### src/rtl/dm_access_ctrl_if.sv
// CPU load/store and data-memory bus bundle for dm_access_ctrl.
// The slave modport is the controller's view; master is the CPU plus memory side.
interface dm_access_ctrl_if #(
    parameter int unsigned ADDR_W = 32
);
    logic              req;
    logic              we;
    logic [1:0]        size;
    logic              sign_ext;
    logic [ADDR_W-1:0] cpu_addr;
    logic [31:0]       cpu_wdata;
    logic              ack;
    logic [31:0]       rdata;
    logic              misalign;
    logic              busy;
    logic [ADDR_W-1:0] dm_addr;
    logic [31:0]       dm_datain;
    logic              dm_str;
    logic [31:0]       dm_dataout;

    modport master (
        output req, we, size, sign_ext, cpu_addr, cpu_wdata, dm_dataout,
        input  ack, rdata, misalign, busy, dm_addr, dm_datain, dm_str
    );

    modport slave (
        input  req, we, size, sign_ext, cpu_addr, cpu_wdata, dm_dataout,
        output ack, rdata, misalign, busy, dm_addr, dm_datain, dm_str
    );
endinterface

### src/rtl/dm_access_ctrl.sv
// Data-memory access controller: word accesses direct, sub-word stores via
// read-modify-write, sub-word loads lane-extracted and sign/zero-extended.
module dm_access_ctrl #(
    parameter int unsigned ADDR_W = 32
) (
    input  logic            clk,
    input  logic            clr,
    dm_access_ctrl_if.slave bus
);
    localparam logic [1:0] SZ_BYTE = 2'b00;
    localparam logic [1:0] SZ_HALF = 2'b01;
    localparam logic [1:0] SZ_WORD = 2'b10;

    typedef enum logic [1:0] {S_IDLE, S_READ, S_WRITE, S_DONE} state_e;

    state_e            state_q,    state_d;
    logic [ADDR_W-1:0] addr_q,     addr_d;
    logic [31:0]       wdata_q,    wdata_d;
    logic              we_q,       we_d;
    logic [1:0]        size_q,     size_d;
    logic              sext_q,     sext_d;
    logic              misalign_q, misalign_d;
    logic [31:0]       rdata_q,    rdata_d;

    logic        req_misalign;
    logic [7:0]  byte_v;
    logic [15:0] half_v;
    logic [31:0] load_val;
    logic [31:0] merged;

    assign req_misalign = (bus.size == 2'b11)
                        || ((bus.size == SZ_HALF) && bus.cpu_addr[0])
                        || ((bus.size == SZ_WORD) && (bus.cpu_addr[1:0] != 2'b00));

    // Lane extraction and extension of the word currently read from memory.
    always_comb begin
        byte_v = bus.dm_dataout[{addr_q[1:0], 3'b000} +: 8];
        half_v = addr_q[1] ? bus.dm_dataout[31:16] : bus.dm_dataout[15:0];
        unique case (size_q)
            SZ_BYTE: load_val = {{24{sext_q & byte_v[7]}}, byte_v};
            SZ_HALF: load_val = {{16{sext_q & half_v[15]}}, half_v};
            default: load_val = bus.dm_dataout;
        endcase
    end

    // Read word with the store lane(s) replaced by right-aligned store data.
    always_comb begin
        merged = bus.dm_dataout;
        unique case (size_q)
            SZ_BYTE: merged[{addr_q[1:0], 3'b000} +: 8] = wdata_q[7:0];
            SZ_HALF: begin
                if (addr_q[1]) merged[31:16] = wdata_q[15:0];
                else           merged[15:0]  = wdata_q[15:0];
            end
            default: merged = wdata_q;
        endcase
    end

    always_comb begin
        state_d    = state_q;
        addr_d     = addr_q;
        wdata_d    = wdata_q;
        we_d       = we_q;
        size_d     = size_q;
        sext_d     = sext_q;
        misalign_d = misalign_q;
        rdata_d    = rdata_q;
        unique case (state_q)
            S_IDLE: begin
                if (bus.req) begin
                    addr_d     = bus.cpu_addr;
                    wdata_d    = bus.cpu_wdata;
                    we_d       = bus.we;
                    size_d     = bus.size;
                    sext_d     = bus.sign_ext;
                    misalign_d = req_misalign;
                    if (req_misalign)                          state_d = S_DONE;
                    else if (bus.we && (bus.size == SZ_WORD))  state_d = S_WRITE;
                    else                                       state_d = S_READ;
                end
            end
            S_READ: begin
                // wdata_q doubles as the merge buffer, so WRITE drives it directly.
                if (we_q) begin
                    wdata_d = merged;
                    state_d = S_WRITE;
                end else begin
                    rdata_d = load_val;
                    state_d = S_DONE;
                end
            end
            S_WRITE: state_d = S_DONE;
            S_DONE:  state_d = S_IDLE;
            default: state_d = S_IDLE;
        endcase
    end

    always_ff @(posedge clk or negedge clr) begin
        if (!clr) begin
            state_q    <= S_IDLE;
            addr_q     <= '0;
            wdata_q    <= '0;
            we_q       <= 1'b0;
            size_q     <= '0;
            sext_q     <= 1'b0;
            misalign_q <= 1'b0;
            rdata_q    <= '0;
        end else begin
            state_q    <= state_d;
            addr_q     <= addr_d;
            wdata_q    <= wdata_d;
            we_q       <= we_d;
            size_q     <= size_d;
            sext_q     <= sext_d;
            misalign_q <= misalign_d;
            rdata_q    <= rdata_d;
        end
    end

    // Strobe and handshake are pure state decodes so a reset drops them at once.
    assign bus.ack       = (state_q == S_DONE);
    assign bus.misalign  = (state_q == S_DONE) && misalign_q;
    assign bus.busy      = (state_q != S_IDLE);
    assign bus.dm_str    = (state_q == S_WRITE);
    assign bus.dm_addr   = addr_q;
    assign bus.dm_datain = wdata_q;
    assign bus.rdata     = rdata_q;
endmodule

### src/flat_wrapper.sv
// flat-port wrapper written by rule: the top's interface ports become plain ports
module dm_access_ctrl_flat 
#(
    parameter int unsigned ADDR_W = 32
)
  (clk, clr, bus_req, bus_we, bus_size, bus_sign_ext, bus_cpu_addr, bus_cpu_wdata, bus_dm_dataout, bus_ack, bus_rdata, bus_misalign, bus_busy, bus_dm_addr, bus_dm_datain, bus_dm_str);
  dm_access_ctrl_if #(.ADDR_W(ADDR_W)) bus_i ();
  input  logic clk;
  input  logic clr;
  input wire logic [$bits(bus_i.req)-1:0] bus_req;
  input wire logic [$bits(bus_i.we)-1:0] bus_we;
  input wire logic [$bits(bus_i.size)-1:0] bus_size;
  input wire logic [$bits(bus_i.sign_ext)-1:0] bus_sign_ext;
  input wire logic [$bits(bus_i.cpu_addr)-1:0] bus_cpu_addr;
  input wire logic [$bits(bus_i.cpu_wdata)-1:0] bus_cpu_wdata;
  input wire logic [$bits(bus_i.dm_dataout)-1:0] bus_dm_dataout;
  output wire logic [$bits(bus_i.ack)-1:0] bus_ack;
  output wire logic [$bits(bus_i.rdata)-1:0] bus_rdata;
  output wire logic [$bits(bus_i.misalign)-1:0] bus_misalign;
  output wire logic [$bits(bus_i.busy)-1:0] bus_busy;
  output wire logic [$bits(bus_i.dm_addr)-1:0] bus_dm_addr;
  output wire logic [$bits(bus_i.dm_datain)-1:0] bus_dm_datain;
  output wire logic [$bits(bus_i.dm_str)-1:0] bus_dm_str;
  assign bus_i.req = bus_req;
  assign bus_i.we = bus_we;
  assign bus_i.size = bus_size;
  assign bus_i.sign_ext = bus_sign_ext;
  assign bus_i.cpu_addr = bus_cpu_addr;
  assign bus_i.cpu_wdata = bus_cpu_wdata;
  assign bus_i.dm_dataout = bus_dm_dataout;
  assign bus_ack = bus_i.ack;
  assign bus_rdata = bus_i.rdata;
  assign bus_misalign = bus_i.misalign;
  assign bus_busy = bus_i.busy;
  assign bus_dm_addr = bus_i.dm_addr;
  assign bus_dm_datain = bus_i.dm_datain;
  assign bus_dm_str = bus_i.dm_str;
  dm_access_ctrl #(.ADDR_W(ADDR_W)) u_core (.clk(clk), .clr(clr), .bus(bus_i));
endmodule
### config.mk
export PLATFORM = sky130hd
export DESIGN_NAME = dm_access_ctrl_flat
export DESIGN_NICKNAME = d
export VERILOG_FILES = /design/src/rtl/dm_access_ctrl_if.sv /design/src/rtl/dm_access_ctrl.sv /design/src/flat_wrapper.sv
export SDC_FILE = /design/constraint.sdc
export NUM_CORES = 1
export LEC_CHECK = 0
export CORE_UTILIZATION = 26
export DETAILED_ROUTE_END_ITERATION = 10
export DONT_BUFFER_PORTS = 1
export PLACE_DENSITY = 0.43
export REMOVE_ABC_BUFFERS = 1
export SYNTH_ARGS = -nofsm -noshare
export SYNTH_HDL_FRONTEND = slang
export SYNTH_SLANG_ARGS = --single-unit
### constraint.sdc
create_clock -name clk -period 4.3 [get_ports clk]
set_input_delay 0.43 -clock clk [delete_from_list [all_inputs] [get_ports clk]]
set_output_delay 0.43 -clock clk [all_outputs]
set_load 0.05 [all_outputs]
==> metrics.md, run 1 <==
| Metric | Value |
|---|---|
| TritonCTS clock tree | `yes` |
| Setup TNS Final | `0 ns` |
| Root Buffer | `clkbuf_16` |
| Synth top area share | `0.482` |
| Failing checks | `negative hold slack` |
| P&R area growth vs syn | `11.1%` |
| Max_slew headroom | `0.374` |
| Class of the worst hold path | `input pin to asynchronous set/reset pin` |
| Die outline height | `145 um` |
| Top cells by count, synth | `dfrtp_1, nand2_1, nor2_1` |
| Crit path kind | `flop to flop` |
| Largest net degree at the start of global routing | `104` |
| Ys flop type | `dfrtp_1` |
| Final Max Tran Viols | `0` |
| Routed vias | `4088` |
| DRT Wirelength | `17500 um` |
| RSZ-0062 raised after global routing | `false` |
| DR DRC count | `0` |
| Final nets | `624` |
| Synth area leaders | `dfrtp_1, mux2_2, mux2i_1, a21oi_1, a22o_1` |
| Worst slew pin tran | `0.931 ns` |
| Cell Rows | `52` |
| Wire per inst | `22.3 um` |
| # clock sinks | `103` |
| Vias in the first global route | `4325` |
| Die Area | `21200 um^2` |
| Final worst-path cycle share | `0.675` |
| Post-route cell area | `5950 um^2` |
| Outcome | `finished, violations left` |
| Top-count cell post-synth | `dfrtp_1` |
| Synth Register Bits | `103` |
| Synth cell types | `37` |
| Startpoint Class | `flop` |
| Synth area leader | `dfrtp_1` |
| Sequential area share after synthesis | `0.482` |
| Port bufs | `0` |
| Initial antenna violation count | `1` |
| First-pass GRT wire length | `26900 um` |
| H-Tree Depth | `3` |
| IO Pins | `203` |
| Max Buffers Root-to-Sink | `2` |
| Drt pass-1 iters | `5` |
| Congestion Overflow GR | `0` |
| DP Wirelength | `13100 um` |
| Die X | `145 um` |
| Final hold vios | `2` |
| CP Capture Type | `flop` |
| EDFF count, synth | `0` |
| # setup viols final | `0` |
| WP data arrival | `3.17 ns` |
| Max Cap Viol | `0` |
| Placer Congestion | `0.793` |
| Vias per cell | `5.19` |
| Initial core utilization | `0.265` |
| DR iter-0 viols | `229` |
| Total Routing Usage GR | `0.168` |
| Fraction of registers with async set/reset | `1.00` |
| Fillers | `2105` |
| Core Region | `20200 um^2` |
| Yosys warns | `0` |
| Avg Cell Area, Syn | `10.1 um^2` |
| Period minus WS final | `2.90 ns` |
| Share of cells above drive strength 1 | `0.141` |
| Clock skew | `0.00746 ns` |
| CTS resizes | `0` |
| Clock Latency Late Sink | `0.35 ns` |
| Mapped Cells | `528` |
| Worst-path clk slew | `0.08 ns` |
| Required time worst endpoint | `4.56 ns` |
| CTS Buf Count | `9` |
| Post-Syn Area | `5350 um^2` |
| Cell area after placement | `5610 um^2` |
| Largest fanout on the critical path | `35` |
| WHS | `-0.00166 ns` |
| Fmax | `0.344 GHz` |
| DRT antenna net count | `0` |
==> sequential cells by signal (all words and copies together), names as in the netlist <==
| signal | flops |
|---|---|
| u_core.bus.dm_addr | 32 |
| u_core.bus.dm_datain | 32 |
| u_core.bus.rdata | 32 |
| u_core.size_q | 2 |
| u_core.state_q | 2 |
| u_core.misalign_q | 1 |
| u_core.sext_q | 1 |
| u_core.we_q | 1 |
==> layout by cell type, fill, tap and decap left out, types with 2 or more instances in the layout <==
master	instances
o22ai_1	2
mux2i_1	25
clkbuf_8	2
a2bb2oi_1	16
inv_1	16
a31oi_1	16
a21oi_1	43
nor4bb_1	3
a22o_1	24
a21o_1	2
clkbuf_16	9
buf_4	9
mux2_4	8
nor3_1	10
nand2_1	52
clkbuf_1	2
o31ai_1	10
nand2b_1	3
ha_1	10
a221oi_1	15
nor2_1	45
dfrtp_1	102
inv_6	2
mux2_2	36
and3_1	2
nor2b_1	3
o21ai_0	33
==> critical path, cell delays in order (launching register included) <==
cell,delay [ns]
dfrtp_1,0.41
inv_1,0.12
ha_1,0.58
inv_2,0.45
nor2_1,0.66
buf_4,0.31
nor2_1,0.06
o21ai_0,0.22
==> timing repair <==
action / 4_1_cts / 5_1_grt
setup endpoints to repair: 0 / 0
buffers inserted: 0 / 0
hold buffers: 1 / 0
endpoints found under the hold margin: 103 / 0
==> layout make-up <==
class | instances | area [um^2] | share of cell area
well taps | 270 | 338 | 0.0568
repair buffers | 10 | 95.1 | 0.0160
multi-input cells | 370 | 2560 | 0.431
diodes | 1 | 2.50 | 0.000421
clock buffers | 13 | 260 | 0.0438
clock inverters | 3 | 47.5 | 0.00799
inverters | 17 | 63.8 | 0.0107
flip-flops and latches | 103 | 2580 | 0.434
==> cell families (layout without fill, tap and decap cells) <==
| group | Yosys count | after routing | synth area share |
|---|---|---|---|
| other | 0 | 1 | 0 |
| AND/OR/NAND/NOR | 126 | 126 | 0.102 |
| flip-flops | 103 | 103 | 0.482 |
| adder cells (fa/ha/maj) | 10 | 10 | 0.0234 |
| multiplexers | 69 | 69 | 0.145 |
| AO/OA/AOI/OAI | 165 | 165 | 0.205 |
| buffers and inverters | 55 | 43 | 0.0425 |
==> routing by layer <==
metal	share of wire	track usage
met4	0.029	0.0679
met1	0.40	0.195
met2	0.48	0.277
met3	0.091	0.0652
met5	0	0
==> through the flow <==
step	setup WS [ns]	instances	utilization	hold slack, ns
floorplan	0.797	490	-	0.134
global placement	1.44	769	0.277	0.137
detailed placement	1.38	769	0.277	0.137
CTS	1.37	786	0.294	0.0180
global route	1.23	787	0.294	0.0225
finish	1.40	787	0.294	-0.00166
==> path summary, 6_finish.rpt <==
path / start / to / slack (ns) / cells after the start
worst max-delay path: u_core.state_q[1]$_DFFE_PN0N_ / u_core.bus.rdata[29]$_DFFE_PN0P_ / 1.40 / 7
worst min-delay path: clr / u_core.bus.rdata[21]$_DFFE_PN0P_ / -0.002 / 1
worst max register to register: u_core.state_q[1]$_DFFE_PN0N_ / u_core.bus.rdata[29]$_DFFE_PN0P_ / 1.40 / 7
worst min register to register: u_core.misalign_q$_DFFE_PN0P_ / u_core.misalign_q$_DFFE_PN0P_ / 0.50 / 2
max in group asynchronous: clr / u_core.bus.dm_addr[1]$_DFFE_PN0P_ / 3.89 / 1
min in group clk: bus_cpu_addr[0] / u_core.bus.dm_addr[0]$_DFFE_PN0P_ / 0.22 / 1
Power of run 1 is not shown: default switching activity piles up to over one toggle a cycle in this logic, so the estimate is an artifact.
==> run 2, diff against run 1 <==
--- a/config.mk
+++ b/config.mk
@@ -8,7 +8,7 @@
 export CORE_UTILIZATION = 26
 export DETAILED_ROUTE_END_ITERATION = 10
 export DONT_BUFFER_PORTS = 1
-export PLACE_DENSITY = 0.43
+export PLACE_DENSITY = 0.45
 export REMOVE_ABC_BUFFERS = 1
 export SYNTH_ARGS = -nofsm -noshare
 export SYNTH_HDL_FRONTEND = slang
==> constraint.sdc (replaced) <==
create_clock -name clk -period 2.45 [get_ports clk]
set_input_delay 0.245 -clock clk [delete_from_list [all_inputs] [get_ports clk]]
set_output_delay 0.245 -clock clk [all_outputs]
set_load 0.05 [all_outputs]
==> run 2 against run 1 <==
The run still ends with negative hold slack left. Worst hold slack worse by 0.42 ns. Largest cell class unchanged. Routed wire length is 5.0% higher. Clock skew is 0.0068 ns higher.
==> metrics.md, run 2 (same netlist as run 1, synthesis figures left out) <==
| Metric | Value |
|---|---|
| Outcome | `finished, violations left` |
| Setup TNS Final | `0 ns (unchanged)` |
| Port bufs | `0 (unchanged)` |
| DRT Wirelength | `18400 um (+5.0%)` |
| Failing checks | `negative hold slack` |
| Final worst-path cycle share | `0.906 (+0.231)` |
| IO Pins | `203 (unchanged)` |
| # clock sinks | `103 (unchanged)` |
| Class of the worst hold path | `input pin to asynchronous set/reset pin` |
| Worst slew pin tran | `0.764 ns (-0.168 ns)` |
| First-pass GRT wire length | `27800 um (+3.5%)` |
| Share of cells above drive strength 1 | `0.169 (+0.0280)` |
| Congestion Overflow GR | `0 (unchanged)` |
| DP Worst Slack | `0.263 ns (-1.11 ns)` |
| Die Area | `21200 um^2 (unchanged)` |
| Core Region | `20200 um^2 (unchanged)` |
| CTS Buf Count | `9 (unchanged)` |
| Clock skew | `0.0142 ns (+0.00676 ns)` |
| Startpoint Class | `flop` |
| Post-route cell area | `6050 um^2 (+1.7%)` |
| Initial antenna violation count | `1 (unchanged)` |
| Setup Buffers After CTS | `0 (unchanged)` |
| Clock Latency Late Sink | `0.36 ns (about the same)` |
| Cell Rows | `52 (unchanged)` |
| Initial core utilization | `0.265 (unchanged)` |
| Final hold vios | `103 (+101)` |
| Cell area after placement | `5730 um^2 (+2.1%)` |
| Total Routing Usage GR | `0.176 (+0.00828)` |
| Routed vias | `4139 (+1.2%)` |
| DP Wirelength | `13800 um (+5.3%)` |
| WHS | `-0.418 ns (-0.416 ns)` |
| RSZ-0062 raised after global routing | `false` |
| Worst-path clk slew | `0.07 ns (about the same)` |
| Final nets | `639 (+2.4%)` |
| Vias in the first global route | `4249 (-1.8%)` |
| P&R area growth vs syn | `13.0%` |
| Max Buffers Root-to-Sink | `2 (unchanged)` |
| Drt pass-1 iters | `5 (unchanged)` |
| Commonest non-fill, non-tap cell in the layout | `dfrtp_1` |
| Fillers | `2093 (-0.57%)` |
| Final Max Tran Viols | `0 (unchanged)` |
| Largest fanout on the critical path | `13 (-63%)` |
| Largest net degree at the start of global routing | `104 (unchanged)` |
| Period minus WS final | `2.22 ns (-0.684 ns)` |
| CP Capture Type | `flop` |
| Diodes inserted | `0 (-1)` |
| H-Tree Depth | `3 (unchanged)` |
| TritonCTS clock tree | `yes` |
| Vias per cell | `5.17 (-0.52%)` |
| DR iter-0 viols | `228 (-0.44%)` |
| DR DRC count | `0 (unchanged)` |
| Fmax | `0.451 GHz (+31%)` |
| Max_slew headroom | `0.491 (+0.116)` |
| Wire per inst | `22.9 um (+3.1%)` |
| Max Cap Viol | `0 (unchanged)` |
| Most frequent cells in the layout | `dfrtp_1, nand2_1, nor2_1` |
| Required time worst endpoint | `2.74 ns (-1.82 ns)` |
| Die outline height | `145 um (unchanged)` |
| # setup viols final | `0 (unchanged)` |
| DRT antenna net count | `0 (unchanged)` |
| Die X | `145 um (unchanged)` |
| CTS resizes | `0 (unchanged)` |
| PnR worst setup slack | `0.230 ns (-1.17 ns)` |
| Crit path kind | `flop to flop` |
| Root Buffer | `clkbuf_16` |
| WP data arrival | `2.51 ns (-0.66 ns)` |
| Placer Congestion | `0.780 (-1.6%)` |
-- run 2: cell types whose count changed in the layout (fill, tap and decap cells not counted), sizes merged --
cell / change
buf: +15
clkbuf: -2
clkinv: +1
clkinvlp: +1
diode: -1
-- run 2: path summary, 6_finish.rpt --
check / end / from / slack, ns / cells past startpoint
setup / recovery: u_core.bus.dm_datain[3]$_DFFE_PN0P_ / u_core.state_q[1]$_DFFE_PN0N_ / 0.23 / 8
hold / removal: u_core.bus.dm_addr[3]$_DFFE_PN0P_ / clr / -0.42 / 0
setup reg to reg: u_core.bus.dm_datain[3]$_DFFE_PN0P_ / u_core.state_q[1]$_DFFE_PN0N_ / 0.23 / 8
hold reg to reg: u_core.misalign_q$_DFFE_PN0P_ / u_core.misalign_q$_DFFE_PN0P_ / 0.49 / 2
max in group asynchronous: u_core.bus.dm_datain[16]$_DFFE_PN0P_ / clr / 2.68 / 0
min in group clk: u_core.size_q[0]$_DFFE_PN0P_ / bus_size[0] / 0.04 / 1
-- run 2: critical path: stages (launching register included) --
cell     delay, ns
dfrtp_1       0.42
inv_1         0.13
ha_1          0.33
buf_4         0.22
inv_2         0.06
buf_4         0.18
a21oi_1       0.48
a22o_1        0.22
mux2_4        0.13
-- run 2: area by class of cell --
class	instances	area, um^2	share of cell area
clock inverters	5	63.8	0.0106
multi-input cells	370	2560	0.424
well taps	270	338	0.0559
flip-flops and latches	103	2580	0.426
repair buffers	25	188	0.0310
clock buffers	11	253	0.0418
inverters	17	63.8	0.0106
-- run 2: per-layer routing --
layer / global-route usage / vias up / share of wire
li1: - / 1921 / -
met1: 0.210 / 1988 / 0.41
met2: 0.286 / 201 / 0.47
met3: 0.0671 / 27 / 0.099
met4: 0.0695 / 2 / 0.026
met5: 0 / - / 0.00071
-- run 2: metrics by stage --
| stage | hold slack, ns | util | cells |
|---|---|---|---|
| 2_1_floorplan | -0.0506 | - | 490 |
| 3_3_place_gp | -0.0477 | 0.283 | 785 |
| 5_1_grt | -0.442 | 0.299 | 801 |
| 6_report | -0.418 | 0.299 | 801 |
| 4_1_cts | -0.442 | 0.299 | 801 |
| 3_5_place_dp | -0.0477 | 0.283 | 785 |
Power of run 2 is left out for the same reason.
